===== config.mk =====
export PLATFORM = sky130hd
export DESIGN_NAME = sipo_vector_loader
export DESIGN_NICKNAME = d
export VERILOG_FILES = /design/src/rtl/sipo_loader_pkg.sv /design/src/rtl/loader_timeout_ctr.sv /design/src/rtl/sipo_vector_loader.sv
export SDC_FILE = /design/constraint.sdc
export NUM_CORES = 1
export LEC_CHECK = 0
export CAP_MARGIN = 20
export CORE_UTILIZATION = 37
export CTS_CLUSTER_SIZE = 10
export DETAILED_ROUTE_END_ITERATION = 6
export PLACE_DENSITY = 0.69
export SKIP_LAST_GASP = 1
export SYNTH_ARGS = -nofsm -noshare
export SYNTH_HDL_FRONTEND = slang
export SYNTH_SLANG_ARGS = --single-unit

===== constraint.sdc =====
create_clock -name clk -period 1.4 [get_ports clk]
set_input_delay 0.21 -clock clk [delete_from_list [all_inputs] [get_ports clk]]
set_output_delay 0.21 -clock clk [all_outputs]
set_load 0.05 [all_outputs]

===== src/rtl/sipo_loader_pkg.sv =====
// Shared types and helpers for the SIPO vector loader.
`default_nettype none

package sipo_loader_pkg;

   localparam int BYTE_W = 8;

   typedef enum logic [1:0] {
      IDLE      = 2'd0,
      LOW_BYTE  = 2'd1,
      HIGH_BYTE = 2'd2,
      DONE      = 2'd3
   } loader_state_e;

   // Bits needed to hold the values 0..n inclusive.
   function automatic int cnt_w(input int n);
      return (n < 1) ? 1 : $clog2(n + 1);
   endfunction

endpackage

`default_nettype wire


===== src/rtl/loader_timeout_ctr.sv =====
// Idle-gap watchdog: counts cycles while run_i is high, pulses expire_o at TIMEOUT_CYCLES.
`default_nettype none

module loader_timeout_ctr
   import sipo_loader_pkg::*;
#(
   parameter int TIMEOUT_CYCLES = 100000
) (
   input  logic clk,
   input  logic rst_n,
   input  logic clear_i,
   input  logic run_i,
   output logic expire_o
);

   localparam int CW = cnt_w(TIMEOUT_CYCLES);

   logic [CW-1:0] cnt_q;

   // Fires on the TIMEOUT_CYCLES-th consecutive idle cycle; a clear that cycle wins.
   assign expire_o = run_i && !clear_i && (cnt_q == CW'(TIMEOUT_CYCLES - 1));

   always_ff @(posedge clk or negedge rst_n) begin
      if (!rst_n) begin
         cnt_q <= '0;
      end else if (clear_i || !run_i) begin
         cnt_q <= '0;
      end else if (!expire_o) begin
         cnt_q <= cnt_q + CW'(1);
      end
   end

endmodule

`default_nettype wire


===== src/rtl/sipo_vector_loader.sv =====
// Packs UART byte pairs into IWIDTH-bit elements and feeds NINPUTS of them to a SIPO.
// Optional byte-gap timeout enabled by defining LOADER_TIMEOUT_EN.
`default_nettype none

module sipo_vector_loader
   import sipo_loader_pkg::*;
#(
   parameter int IWIDTH         = 10,
   parameter int NINPUTS        = 8,
   parameter int TIMEOUT_CYCLES = 100000
) (
   input  logic                        clk,
   input  logic                        rst_n,
   input  logic                        start,
   input  logic                        abort,
   input  logic [BYTE_W-1:0]           rx_data,
   input  logic                        rx_valid,
   output logic                        shift_en,
   output logic [IWIDTH-1:0]           shift_data,
   output logic                        busy,
   output logic                        vec_done,
   output logic [cnt_w(NINPUTS)-1:0]   elem_count,
   output logic                        timeout
);

   localparam int EW = cnt_w(NINPUTS);

   if (IWIDTH < 9 || IWIDTH > 16 || NINPUTS < 1 || TIMEOUT_CYCLES < 1) begin : g_bad_params
      $error("sipo_vector_loader: illegal parameter combination");
   end

   loader_state_e     state_q;
   logic [BYTE_W-1:0] low_q;
   logic [IWIDTH-1:0] shift_data_q;
   logic              shift_en_q;
   logic              vec_done_q;
   logic              timeout_q;
   logic [EW-1:0]     elem_count_q;
   logic [EW-1:0]     elem_count_d;
   logic              byte_acc;
   logic              timeout_hit;

   assign elem_count_d = elem_count_q + EW'(1);
   assign byte_acc     = rx_valid && ((state_q == LOW_BYTE) || (state_q == HIGH_BYTE));

`ifdef LOADER_TIMEOUT_EN
   logic got_byte_q;
   logic tmo_clear;
   logic tmo_run;

   // Silence before the first byte of a vector is never a timeout.
   assign tmo_clear = abort || byte_acc || (state_q == IDLE);
   assign tmo_run   = got_byte_q && ((state_q == LOW_BYTE) || (state_q == HIGH_BYTE));

   always_ff @(posedge clk or negedge rst_n) begin
      if (!rst_n) begin
         got_byte_q <= 1'b0;
      end else if (abort || (state_q == IDLE)) begin
         got_byte_q <= 1'b0;
      end else if (byte_acc) begin
         got_byte_q <= 1'b1;
      end
   end

   loader_timeout_ctr #(
      .TIMEOUT_CYCLES (TIMEOUT_CYCLES)
   ) u_timeout_ctr (
      .clk      (clk),
      .rst_n    (rst_n),
      .clear_i  (tmo_clear),
      .run_i    (tmo_run),
      .expire_o (timeout_hit)
   );
`else
   assign timeout_hit = 1'b0;
`endif

   always_ff @(posedge clk or negedge rst_n) begin
      if (!rst_n) begin
         state_q      <= IDLE;
         low_q        <= '0;
         shift_data_q <= '0;
         shift_en_q   <= 1'b0;
         vec_done_q   <= 1'b0;
         timeout_q    <= 1'b0;
         elem_count_q <= '0;
      end else begin
         shift_en_q <= 1'b0;
         vec_done_q <= 1'b0;
         timeout_q  <= 1'b0;
         if (abort) begin
            state_q      <= IDLE;
            elem_count_q <= '0;
         end else if (timeout_hit) begin
            state_q      <= IDLE;
            elem_count_q <= '0;
            timeout_q    <= 1'b1;
         end else begin
            case (state_q)
               IDLE: begin
                  if (start) begin
                     state_q      <= LOW_BYTE;
                     elem_count_q <= '0;
                  end
               end
               LOW_BYTE: begin
                  if (rx_valid) begin
                     low_q   <= rx_data;
                     state_q <= HIGH_BYTE;
                  end
               end
               HIGH_BYTE: begin
                  if (rx_valid) begin
                     shift_data_q <= {rx_data[IWIDTH-BYTE_W-1:0], low_q};
                     shift_en_q   <= 1'b1;
                     elem_count_q <= elem_count_d;
                     state_q      <= (elem_count_d == EW'(NINPUTS)) ? DONE : LOW_BYTE;
                  end
               end
               DONE: begin
                  vec_done_q <= 1'b1;
                  state_q    <= IDLE;
               end
               default: state_q <= IDLE;
            endcase
         end
      end
   end

   assign shift_en   = shift_en_q;
   assign shift_data = shift_data_q;
   assign busy       = (state_q != IDLE);
   assign vec_done   = vec_done_q;
   assign elem_count = elem_count_q;
   assign timeout    = timeout_q;

endmodule

`default_nettype wire

==> flow_metrics.tcl <==
set metrics [dict create \
    seqPwrFrac 0.416 \
    irDropWorstVdd_v 0.00111 \
    placement.io_buffers 29 \
    mostFrequentLayoutCells "24 x dfrtp_1, 19 x buf_12, 18 x mux2_4" \
    n_fill_cell 200 \
    start_util 0.397 \
    seq_area_sq_um 653 \
    gp_congestion 0.783 \
    drtIter0Drc 18 \
    htree_levels 1 \
    drt_first_pass_iters 2 \
    ys_warn_count 0 \
    power.switching_mw 0.856 \
    grt_overflow 0 \
    sw_frac_of_total 0.334 \
    max_freq_mhz 690 \
    fp.dieW_microns 56.6 \
    clk_path_buf_depth 2 \
    synth-seq-area-share 0.590 \
    core_sq_um 2780 \
    grt_pass1_wl_microns 3560 \
    grtUsageTotal 0.150 \
    drc 0 \
    cp_max_fo 6 \
    layout-drive-gt1-share 0.541 \
    final_common_cell "dfrtp_1" \
    placementRows 19 \
    fin_area_sq_um 1850 \
    r2r-end "shift_data[6]" \
    leakage_nw 0.852 \
    synth_cell_types 26 \
    maxSlewViolCount 0 \
    clockRootBuffer "clkbuf_4" \
    critPathArrivalTime_ns 1.67 \
    reg2reg_slack_ns -0.05 \
    grt_pass1_vias 754 \
    cts_tree "built" \
    clock-sinks 26 \
    grt_start_max_net_pins 27 \
    clkPwrFrac 0.145 \
    insertion_delay_ns 0.32 \
    critPathLaunchType "flop" \
    die_area_sq_um 3210 \
    nets 138 \
    hp-class "primary input to async pin" \
    num_vias 758 \
    timing.rr.start "state_q[1]" \
    avgRoutedWirePerCell_microns 14.5 \
    cp.required_ns 1.62 \
    ys_seq_elements 26 \
    syn-instance-count 75 \
    avgSynthCellArea_sq_um 14.7 \
    fin_skew_ns 0.00317 \
    maxCapViolations 0 \
    syn_to_final_growth_pct 68.0 \
    end_kind "flop" \
    antennaDiodeCount 0 \
    multi_input_area_sq_um 497 \
    hold_viol_final 0 \
    rr_worst_depth 5 \
    wl_microns 2220 \
    synth_fp_nets 90 \
    hpwl_microns 1490 \
    rsz0062_at_grt "true" \
    outcome "finished, violations left" \
    fin_crit_sh 1.04 \
    post_synth_instance_area_sq_um 1100 \
    totalPowerFinal_mw 2.56 \
    via_per_inst 4.95 \
    violations "negative setup slack" \
    combPwrFrac 0.439 \
    io-pin-count 31 \
    ant_nets 0 \
    power_density_nw_per_um2 1380 \
    setup_viol 13 \
    fin_ws_ns -0.0493 \
    path_clk_slew_ns 0.13 \
    antenna_found_initial 0 \
    cts_inserted_buffers 3 \
    place_area_sq_um 1680 \
    die_h_microns 56.6 \
    intPower_mw 1.71 \
    period_needed_ns 1.45 \
    critPathKind "flop to flop" \
]
worst max-delay path by stage:
stage / start / endpoint / slack [ns]
after floorplan: state_q[0] / low_q[0] / -0.01
after global placement: abort / shift_data[3] / -0.29
after detailed placement: abort / shift_data[7] / -0.30
after CTS: state_q[1] / elem_count[2] / -0.04
after global routing: state_q[1] / elem_count[2] / -0.09
final: state_q[1] / shift_data[6] / -0.05
area by class of cell:
class,instances,share of cell area
multi-input combinational,44,0.268
clock buffer,4,0.0196
inverter,3,0.00877
tap,31,0.0209
timing repair buffer,45,0.331
sequential,26,0.352
flip-flops by register name, indices dropped and copies added, names as in the netlist:
register / count
shift_data: 10
low_q: 8
elem_count: 4
state_q: 2
shift_en: 1
vec_done: 1
cells by family (layout without fill, tap and decap cells):
| family | after synthesis | after routing | synth area share |
|---|---|---|---|
| AO/OA/AOI/OAI | 8 | 8 | 0.0578 |
| XOR/XNOR | 1 | 1 | 0.00794 |
| adder cells (fa/ha/maj) | 2 | 2 | 0.0227 |
| buffers and inverters | 5 | 52 | 0.0238 |
| flip-flops | 26 | 26 | 0.590 |
| multiplexers | 20 | 20 | 0.204 |
| other | 1 | 1 | 0.00340 |
| AND/OR/NAND/NOR | 12 | 12 | 0.0907 |
synthesized netlist by cell type:
library cell | n | share of area
nand2_1 | 1 | 0.0034
nand3b_1 | 2 | 0.014
ha_1 | 2 | 0.023
mux2_2 | 20 | 0.20
a21o_1 | 1 | 0.0068
o221a_2 | 1 | 0.010
and3b_1 | 1 | 0.0079
or3b_2 | 1 | 0.0079
o2bb2ai_1 | 1 | 0.0079
dfrtp_1 | 26 | 0.59
xor2_1 | 1 | 0.0079
nand3_1 | 1 | 0.0045
nor4b_4 | 1 | 0.022
nor3_1 | 1 | 0.0045
and2b_2 | 1 | 0.0079
nand2b_1 | 1 | 0.0057
a21oi_1 | 2 | 0.0091
a22o_1 | 1 | 0.0079
nand4b_1 | 1 | 0.0079
inv_1 | 2 | 0.0068
buf_4 | 2 | 0.014
nor2b_1 | 1 | 0.0057
a221o_1 | 1 | 0.0091
o31ai_1 | 1 | 0.0068
conb_1 | 1 | 0.0034
inv_2 | 1 | 0.0034
metrics by stage:
step	setup WS (ns)	hold WS (ns)	utilization	instances	setup TNS [ns]
after floorplan	-0.0130	-0.0856	-	75	-0.104
after global placement	-0.285	0.486	0.604	145	-5.61
after detailed placement	-0.300	0.494	0.604	145	-5.99
after CTS	-0.0433	0.236	0.632	150	-0.447
after global routing	-0.0949	0.237	0.667	153	-1.32
final	-0.0493	0.234	0.667	153	-0.524
worst max-delay path, cell delays in order (launching register included):
cell and delay [ns]:
dfrtp_1 0.42, and2b_2 0.21, nand3b_1 0.16, clkinv_4 0.12, buf_12 0.15, mux2_4 0.29
routing by layer:
layer  vias up  share of wire  track usage  wire (microns)
met1       371           0.46        0.202            1020
met4         0          0.021       0.0836              47
met2        17           0.48        0.222            1060
li1        365              -            -               -
met3         5          0.040       0.0323              89
met5         -              0            0               0
power groups by stage:
stage	combinational (mW)	sequential, mW	clock [mW]
global route	1.17	1.09	0.424
CTS	1.07	1.06	0.386
global placement	1.01	1.06	0
detailed placement	1.03	1.07	0
finish	1.12	1.07	0.372
floorplan	0.195	1.32	0
timing repair:
item                                   in CTS  in global routing
buffers inserted                            1                  3
hold buffers                                0                  0
resized for setup                          11                 13
endpoints found under the hold margin       0                  0
setup endpoints to repair                  22                 22
No activity file was read; power rests on OpenSTA's default activity.
